[src/rtl/drum_div_32_u.sv]
// drum_div_32_u - sequential approximate unsigned 32-bit divider (DRUM style).
//
// The dividend is reduced to a 12-bit window and the divisor to a 6-bit
// window, each anchored at its leading one with the window LSB forced to 1
// (unbiasing). A 12-iteration restoring division runs on the windows, and
// the small quotient is rescaled by the difference of the window positions.
//
// Handshake: start is accepted only while busy=0 (state IDLE); a and b are
// captured on the accepting edge. busy stays high until the result edge, at
// which done pulses for one cycle together with updated r and dz. A start
// seen while busy is ignored. r and dz hold their value between results.
//
// Ports:
//   clk    in   1   clock, rising edge
//   rst    in   1   synchronous active-high reset
//   start  in   1   request, sampled while busy=0
//   a      in  32   dividend, captured with an accepted start
//   b      in  32   divisor, captured with an accepted start
//   busy   out  1   operation in flight
//   done   out  1   one-cycle result strobe
//   r      out 32   approximate quotient (all ones on divide by zero)
//   dz     out  1   divide-by-zero flag
module drum_div_32_u (
  input  logic        clk,
  input  logic        rst,
  input  logic        start,
  input  logic [31:0] a,
  input  logic [31:0] b,
  output logic        busy,
  output logic        done,
  output logic [31:0] r,
  output logic        dz
);

  typedef enum logic [1:0] {IDLE, LOAD, DIV, FIN} state_t;

  state_t state, state_next;

  logic [3:0]         cnt;
  logic [31:0]        a_q, b_q;
  logic [11:0]        at_q;
  logic [5:0]         bt_q;
  logic signed [5:0]  s_q;
  logic               dz_q;
  logic [11:0]        at_sh;
  logic [11:0]        q;
  logic [5:0]         rem;

  // Leading-one detection on the captured operands.
  logic [4:0] ka, kb;
  always_comb begin
    ka = '0;
    kb = '0;
    for (int i = 0; i < 32; i++) begin
      if (a_q[i]) ka = 5'(i);
      if (b_q[i]) kb = 5'(i);
    end
  end

  // Window extraction. Shifting the operand right by the window position
  // puts the leading one at the window MSB; the LSB is then forced to 1.
  logic [4:0]        pa, pb;
  logic [11:0]       at_w;
  logic [5:0]        bt_w;
  logic signed [5:0] s_w;
  always_comb begin
    pa   = '0;
    pb   = '0;
    at_w = a_q[11:0];
    bt_w = b_q[5:0];
    if (ka > 5'd11) begin
      pa   = ka - 5'd11;
      at_w = 12'(a_q >> pa) | 12'd1;
    end
    if (kb > 5'd5) begin
      pb   = kb - 5'd5;
      bt_w = 6'(b_q >> pb) | 6'd1;
    end
    s_w = $signed({1'b0, pa}) - $signed({1'b0, pb});
  end

  // One restoring-division step. The remainder is always below the divisor
  // window (<= 63), so the shifted trial value fits in 7 bits and the
  // difference after a successful subtract fits back into 6.
  logic [6:0] trial;
  logic       fits;
  always_comb begin
    trial = {rem, at_sh[11]};
    fits  = (trial >= {1'b0, bt_q});
  end

  // Final rescale of the 12-bit quotient.
  logic [31:0] q_ext, scaled;
  always_comb begin
    q_ext = {20'd0, q};
    if (!s_q[5]) scaled = q_ext << $unsigned(s_q);
    else         scaled = q_ext >> (6'd0 - $unsigned(s_q));
  end

  // FSM: state register.
  always_ff @(posedge clk) begin
    if (rst) state <= IDLE;
    else     state <= state_next;
  end

  // FSM: next state.
  always_comb begin
    state_next = state;
    case (state)
      IDLE: if (start) state_next = LOAD;
      LOAD: state_next = DIV;
      DIV:  if (cnt == 4'd11) state_next = FIN;
      FIN:  state_next = IDLE;
      default: state_next = IDLE;
    endcase
  end

  assign busy = (state != IDLE);

  // Datapath and registered outputs.
  always_ff @(posedge clk) begin
    if (rst) begin
      cnt   <= '0;
      a_q   <= '0;
      b_q   <= '0;
      at_q  <= '0;
      bt_q  <= '0;
      s_q   <= '0;
      dz_q  <= 1'b0;
      at_sh <= '0;
      q     <= '0;
      rem   <= '0;
      done  <= 1'b0;
      r     <= '0;
      dz    <= 1'b0;
    end else begin
      done <= 1'b0;
      case (state)
        IDLE: begin
          if (start) begin
            a_q <= a;
            b_q <= b;
          end
        end
        LOAD: begin
          at_q  <= at_w;
          bt_q  <= bt_w;
          s_q   <= s_w;
          dz_q  <= (b_q == 32'd0);
          at_sh <= at_w;
          q     <= '0;
          rem   <= '0;
          cnt   <= '0;
        end
        DIV: begin
          at_sh <= {at_sh[10:0], 1'b0};
          if (fits) begin
            rem <= 6'(trial - {1'b0, bt_q});
            q   <= {q[10:0], 1'b1};
          end else begin
            rem <= trial[5:0];
            q   <= {q[10:0], 1'b0};
          end
          cnt <= cnt + 4'd1;
        end
        FIN: begin
          r    <= dz_q ? 32'hFFFF_FFFF : scaled;
          dz   <= dz_q;
          done <= 1'b1;
          cnt  <= '0;
        end
        default: ;
      endcase
    end
  end

endmodule
[config.mk]
export PLATFORM = sky130hd
export DESIGN_NAME = drum_div_32_u
export DESIGN_NICKNAME = d
export VERILOG_FILES = /design/src/rtl/drum_div_32_u.sv
export SDC_FILE = /design/constraint.sdc
export NUM_CORES = 1
export LEC_CHECK = 0
export ABC_AREA = 1
export CAP_MARGIN = 20
export CORE_AREA = 4 4 164 166
export DETAILED_ROUTE_END_ITERATION = 6
export DIE_AREA = 0 0 168 170
export PLACE_DENSITY_LB_ADDON = 0.2
export SYNTH_ARGS = -nofsm -noshare
export SYNTH_HDL_FRONTEND = slang
export SYNTH_SLANG_ARGS = --single-unit
[constraint.sdc]
create_clock -name clk -period 5.2 [get_ports clk]
set_input_delay 1.04 -clock clk [delete_from_list [all_inputs] [get_ports clk]]
set_output_delay 1.04 -clock clk [all_outputs]
set_load 0.005 [all_outputs]
==> After elaboration in Yosys (flattened, before gate mapping) <==
Index checks and enable logic that the tools add are counted.
{ "word_totals": {"reg_bits": 147, "inputBits": 67, "output_inout_bits": 35, "wordCells": 118} }
{ "classes": {"add_sub_neg": 6, "n_lt_le_gt_ge": 3, "n_eq_ne": 6, "n_shift": 4, "mux": 78, "n_reduce_logical": 8} }
{ "ops": {"columns": ["cell", "count"], "rows": [
  ["2-to-1 mux 5 bit", 60],
  ["2-to-1 mux 32 bit", 2],
  ["case mux 12 bit (2 select lines)", 2],
  ["zero test 32 bit", 1],
  ["<< shifter 12 x 6 -> 32 bit", 1],
  [">> shifter 12 x 6 -> 32 bit", 1],
  [">> shifter 32 x 5 -> 12 bit", 1],
  [">> shifter 32 x 5 -> 6 bit", 1],
  ["2-to-1 mux 12 bit", 1],
  ["2-to-1 mux 6 bit", 2],
  ["case mux 6 bit (2 select lines)", 1],
  ["2-to-1 mux 2 bit", 4],
  ["case mux 2 bit (4 select lines)", 1],
  ["case mux 4 bit (2 select lines)", 1],
  ["greater-or-equal comparator 7 x 6 -> 1 bit", 1],
  ["nonzero test 2 bit", 3],
  ["subtractor 1 x 6 -> 6 bit, first input constant", 1],
  ["subtractor 5 x 5 -> 6 bit", 1],
  ["subtractor 6 bit", 1],
  ["greater-than comparator 5 x 3 -> 1 bit, second input constant", 1],
  ["greater-than comparator 5 x 4 -> 1 bit, second input constant", 1],
  ["subtractor 5 x 3 -> 5 bit, second input constant", 1],
  ["subtractor 5 x 4 -> 5 bit, second input constant", 1],
  ["adder 4 x 1 -> 4 bit, second input constant", 1],
  ["8 further kinds", 14]
]} }

==> Longest topological paths before layout <==
{ "logic_depth": {"word_depth": 35, "ltp_mapped": 47, "ltp_nobuf": 45} }

==> Worst setup path after synthesis <==
No wires, ideal clock.
{ "synth_path": {"kind": "register -> register", "from": "register b_q[1]", "to": "register s_q[5]", "setup_time_ns": 0.086, "arrival_time_ns": 3.880, "t_required_ns": 5.114, "path_slack_ns": 1.234, "path_stages_with_launch": 43, "n_path_buf": 2, "synth_period_minus_slack_ns": 3.966, "cell_sequence": "dfxtp_1 > inv_2 > o21ai_2 > a21oi_1 > o21ai_1 > nand2_1 > nand2_1 > nand2_1 > nand2_1 > nand2_1 > nand2_1 > nand2_1 > nand2_1 > nand2_1 > nand2_1 > nand2_1 > nand2_1 > nand2_1 > [7 not listed] > nand2_2 > nand2_4 > nand2_2 > buf_6 > buf_6 > ha_1 > or2_2 > nand2_1 > inv_1 > nand2_1 > ha_1 > a21oi_1 > inv_1 > a31oi_1 > o21bai_1 > a21oi_1 > nor2_1 > a211oi_1"} }
{ "synth_between": {"elab_chain_cells": 34, "elab_cells_between_ends": 35, "classes_between": "add/sub: 2; order compare: 1; mux: 32"} }
{ "synth_rtl": {"columns": ["element", "line", "source"], "rows": [
  ["from (decl)", "40", "logic [31:0] a_q, b_q;"],
  ["from (signal assigned)", "125", "b_q <= '0;"],
  ["from (signal assigned)", "142", "b_q <= b;"],
  ["2-to-1 mux 1 bit *", "56", "if (b_q[i]) kb = 5'(i);"],
  ["2-to-1 mux 2 bit *", "56", null],
  ["2-to-1 mux 5 bit * (29 in series)", "56", null],
  ["subtractor 5 x 3 -> 5 bit or greater-than comparator 5 x 3 -> 1 bit (tied branches)", "76, 75", null],
  ["2-to-1 mux 5 bit *", "75", "if (kb > 5'd5) begin"],
  ["subtractor 5 x 5 -> 6 bit *", "79", "s_w = $signed({1'b0, pa}) - $signed({1'b0, pb});"],
  ["to (signal assigned)", "148", "s_q <= s_w;"],
  ["to (decl)", "43", "logic signed [5:0] s_q;"]
]} }
Every way passes the cells marked *; elsewhere a longest branch is shown, timed or not.
A chain may end at the register's enable or synchronous reset.

==> Worst setup path in the final report <==
{ "layout_path": {"from": "register a_q[2]", "to": "register s_q[5]"} }
{ "layout_between": {"elab_chain_cells": 33, "elab_cells_between_ends": 34, "classes_between": "add/sub: 2; order compare: 1; mux: 31"} }
{ "layout_rtl": {"columns": ["element", "line", "source"], "rows": [
  ["from (decl)", "40", null],
  ["from (signal assigned)", "124", "a_q <= '0;"],
  ["from (signal assigned)", "141", "a_q <= a;"],
  ["2-to-1 mux 2 bit *", "55", "if (a_q[i]) ka = 5'(i);"],
  ["2-to-1 mux 5 bit * (29 in series)", "55", null],
  ["subtractor 5 x 4 -> 5 bit or greater-than comparator 5 x 4 -> 1 bit (tied branches)", "72, 71", null],
  ["2-to-1 mux 5 bit *", "71", "if (ka > 5'd11) begin"],
  ["subtractor 5 x 5 -> 6 bit *", "79", null]
]} }
Marks and branches as above.

==> reports/results.ini <==
[timing]
relSlewSlack_pct = 44.4
hold_viol_final = 0
finalCritPeriodShare_pct = 86.7
drv_slew = 0
fin_tns_setup_ns = 0
finalCriticalPeriod_ns = 4.51
fmax_mhz = 222
worst_slew_pin_slew_ns = 0.833
hold_ws_ns = 0.465
rsz0062_at_grt = no
fin_skew_ns = 0.0118
setup_violations = 0

[synth]
synth-seq-cells = 147
synth_area_leaders = dfxtp_1, nand2_1, nand3_1
yosysTopAreaCellShare_pct = 28.5
avgSynthCellArea_um2 = 5.98
synth-edff-count = 0
yosys-top-cells-count = nand2_1, nand3_1, a21oi_1
ys.flop_type = dfxtp_1
yosysWarningCount = 0
async_flop_share_pct = 0
synth.net_count = 1816
yosysTopAreaCell = dfxtp_1
synthCells = 1726
synth.distinct_cells = 47
ys_seq_area_share_pct = 28.5
synth.most_common_cell = nand2_1
syn-cell-area_mm2 = 0.0103

[final_layout]
syn2layout_area_growth_pct = 17.4
nets = 1863
fill_cells = 2770
antenna_cells = 0
drive_gt1_share_pct = 4.93

[global_route]
grt_antenna_before_repair = 0
grt_max_degree = 83
grt_overflow = 0
grt_pass1_wl_mm = 53.0
grt_usage_pct = 22.3
grt_pass1_vias = 10500

[floorplanning]
fp.dieW_um = 168
start_util_pct = 40.3
coreArea_mm2 = 0.0256
die_height_um = 170
num_rows = 59
die_area_mm2 = 0.0286
boundaryPins = 102

[cts]
clock_path_buffers = 2
clk_latency_ns = 0.43
cts_tree = done
cts.htree.levels = 4
holdBufCountCts = 0
clkSinkCount = 147
cts_buffers = 17
root_buffer = clkbuf_16
cts.clk_slew.worst_paths_ns = 0.07

[routing]
route.detailed.drc = 0
dr_wl_met2_mm = 14.9
met3_wirelength_mm = 1.77
drtIter0Drc = 1121
routed_wl_mm = 32.4
firstDrtPassIters = 5
antenna_left = 0
wl_per_cell_um = 15.3
vias = 11300
vias_per_cell = 5.33
wl_met1_mm = 15.1
highest_layer = met4

[placed_design]
hpwl_mm = 24.4
gp_congestion = 0.953
portBuffers = 101

[critical_path]
end_kind = flip-flop
cp_max_fo = 31
startpoint_type = flip-flop
critPathMaxStageDelay_ns = 0.34
crit_arrival_ns = 4.85
cpMostUsedCell = nand2_1
path_class = reg -> reg
cpMaxStageDelayCell = ha_1
required_ns = 5.54

[worst_hold_path]
hp-class = reg -> reg

[status]
outcome = completed

[job]
maxCapViolCount = 0

through the flow:
step	cells	worst slack, ns	util, %	instance area (um2)
finish	2121	0.692	47.3	12100
global route	2121	0.0675	47.3	12100
CTS	2120	0.675	47.3	12100
detailed placement	2088	0.696	44.9	11500
global placement	2088	0.734	44.9	11500
floorplan	1726	1.23	-	10300
what timing repair did:
| action | in CTS | in global routing |
|---|---|---|
| resized for setup | 0 | 1 |
| setup endpoints to repair | 0 | 1 |
| setup buffers | 0 | 0 |
layout by cell type (no fill, tap or decap), types with 11 or more instances in the layout:
cell type / instances
o21ai_0: 155
a21oi_1: 169
inv_1: 164
o211ai_1: 18
clkbuf_16: 17
clkdlybuf4s50_1: 100
nand2_1: 478
dfxtp_1: 147
nor4_1: 11
nor2_1: 104
a31oi_1: 31
nand3_1: 230
buf_4: 20
ha_1: 21
logic make-up (layout without fill, tap and decap cells):
| family | after synthesis | after routing | share of synthesized area [%] |
|---|---|---|---|
| adders and majority gates | 23 | 23 | 2.93 |
| AOI/OAI and AO/OA | 411 | 411 | 21.6 |
| xor gates and xnor gates | 11 | 11 | 0.933 |
| and+or+nand+nor | 859 | 859 | 35.3 |
| buffers and inverters | 273 | 333 | 10.6 |
| DFF | 147 | 147 | 28.5 |
| muxes | 2 | 2 | 0.194 |
worst paths after layout:
path	from	end	slack (ns)	cells past startpoint
min	dz$_SDFFE_PP0P_	dz$_SDFFE_PP0P_	0.46	2
min reg2reg	dz$_SDFFE_PP0P_	dz$_SDFFE_PP0P_	0.46	2
max reg2reg	a_q[2]$_SDFFE_PP0P_	s_q[5]$_SDFFE_PP0P_	0.69	44
max	a_q[2]$_SDFFE_PP0P_	s_q[5]$_SDFFE_PP0P_	0.69	44
state kept, by name (all words and copies together), names as in the netlist:
| name | flops |
|---|---|
| dz | 1 |
| s_q | 6 |
| at_sh | 12 |
| bt_q | 6 |
| q | 12 |
| state | 2 |
| cnt | 4 |
| done | 1 |
| dz_q | 1 |
| rem | 6 |
| b_q | 32 |
| r | 32 |
| a_q | 32 |
layout make-up:
cell class | instances | area (um2) | share of cell area (%)
clock buffer | 17 | 425 | 3.51
clock inverter | 15 | 191 | 1.58
timing repair buffer | 122 | 1160 | 9.58
sequential | 147 | 2940 | 24.3
inverter | 179 | 674 | 5.56
multi-input combinational | 1306 | 6310 | 52.0
tap | 335 | 419 | 3.46
metal layers:
layer	vias to the layer above	GRT usage, %
met2	337	36.7
met1	5095	30.5
met3	42	3.25
li1	5841	-
met4	0	6.74
met5	-	0
critical path: cells and delay by family, from the launching register on:
kind | cells | cell delay [ns]
fa+ha+maj | 2 | 0.53
compound gates | 6 | 0.89
buf+inv | 4 | 0.57
flops | 1 | 0.32
simple gates | 32 | 2.12
Power is left out: the tool's default activity adds up to more than one toggle a clock period on the data nets, which glitch-free logic cannot reach.
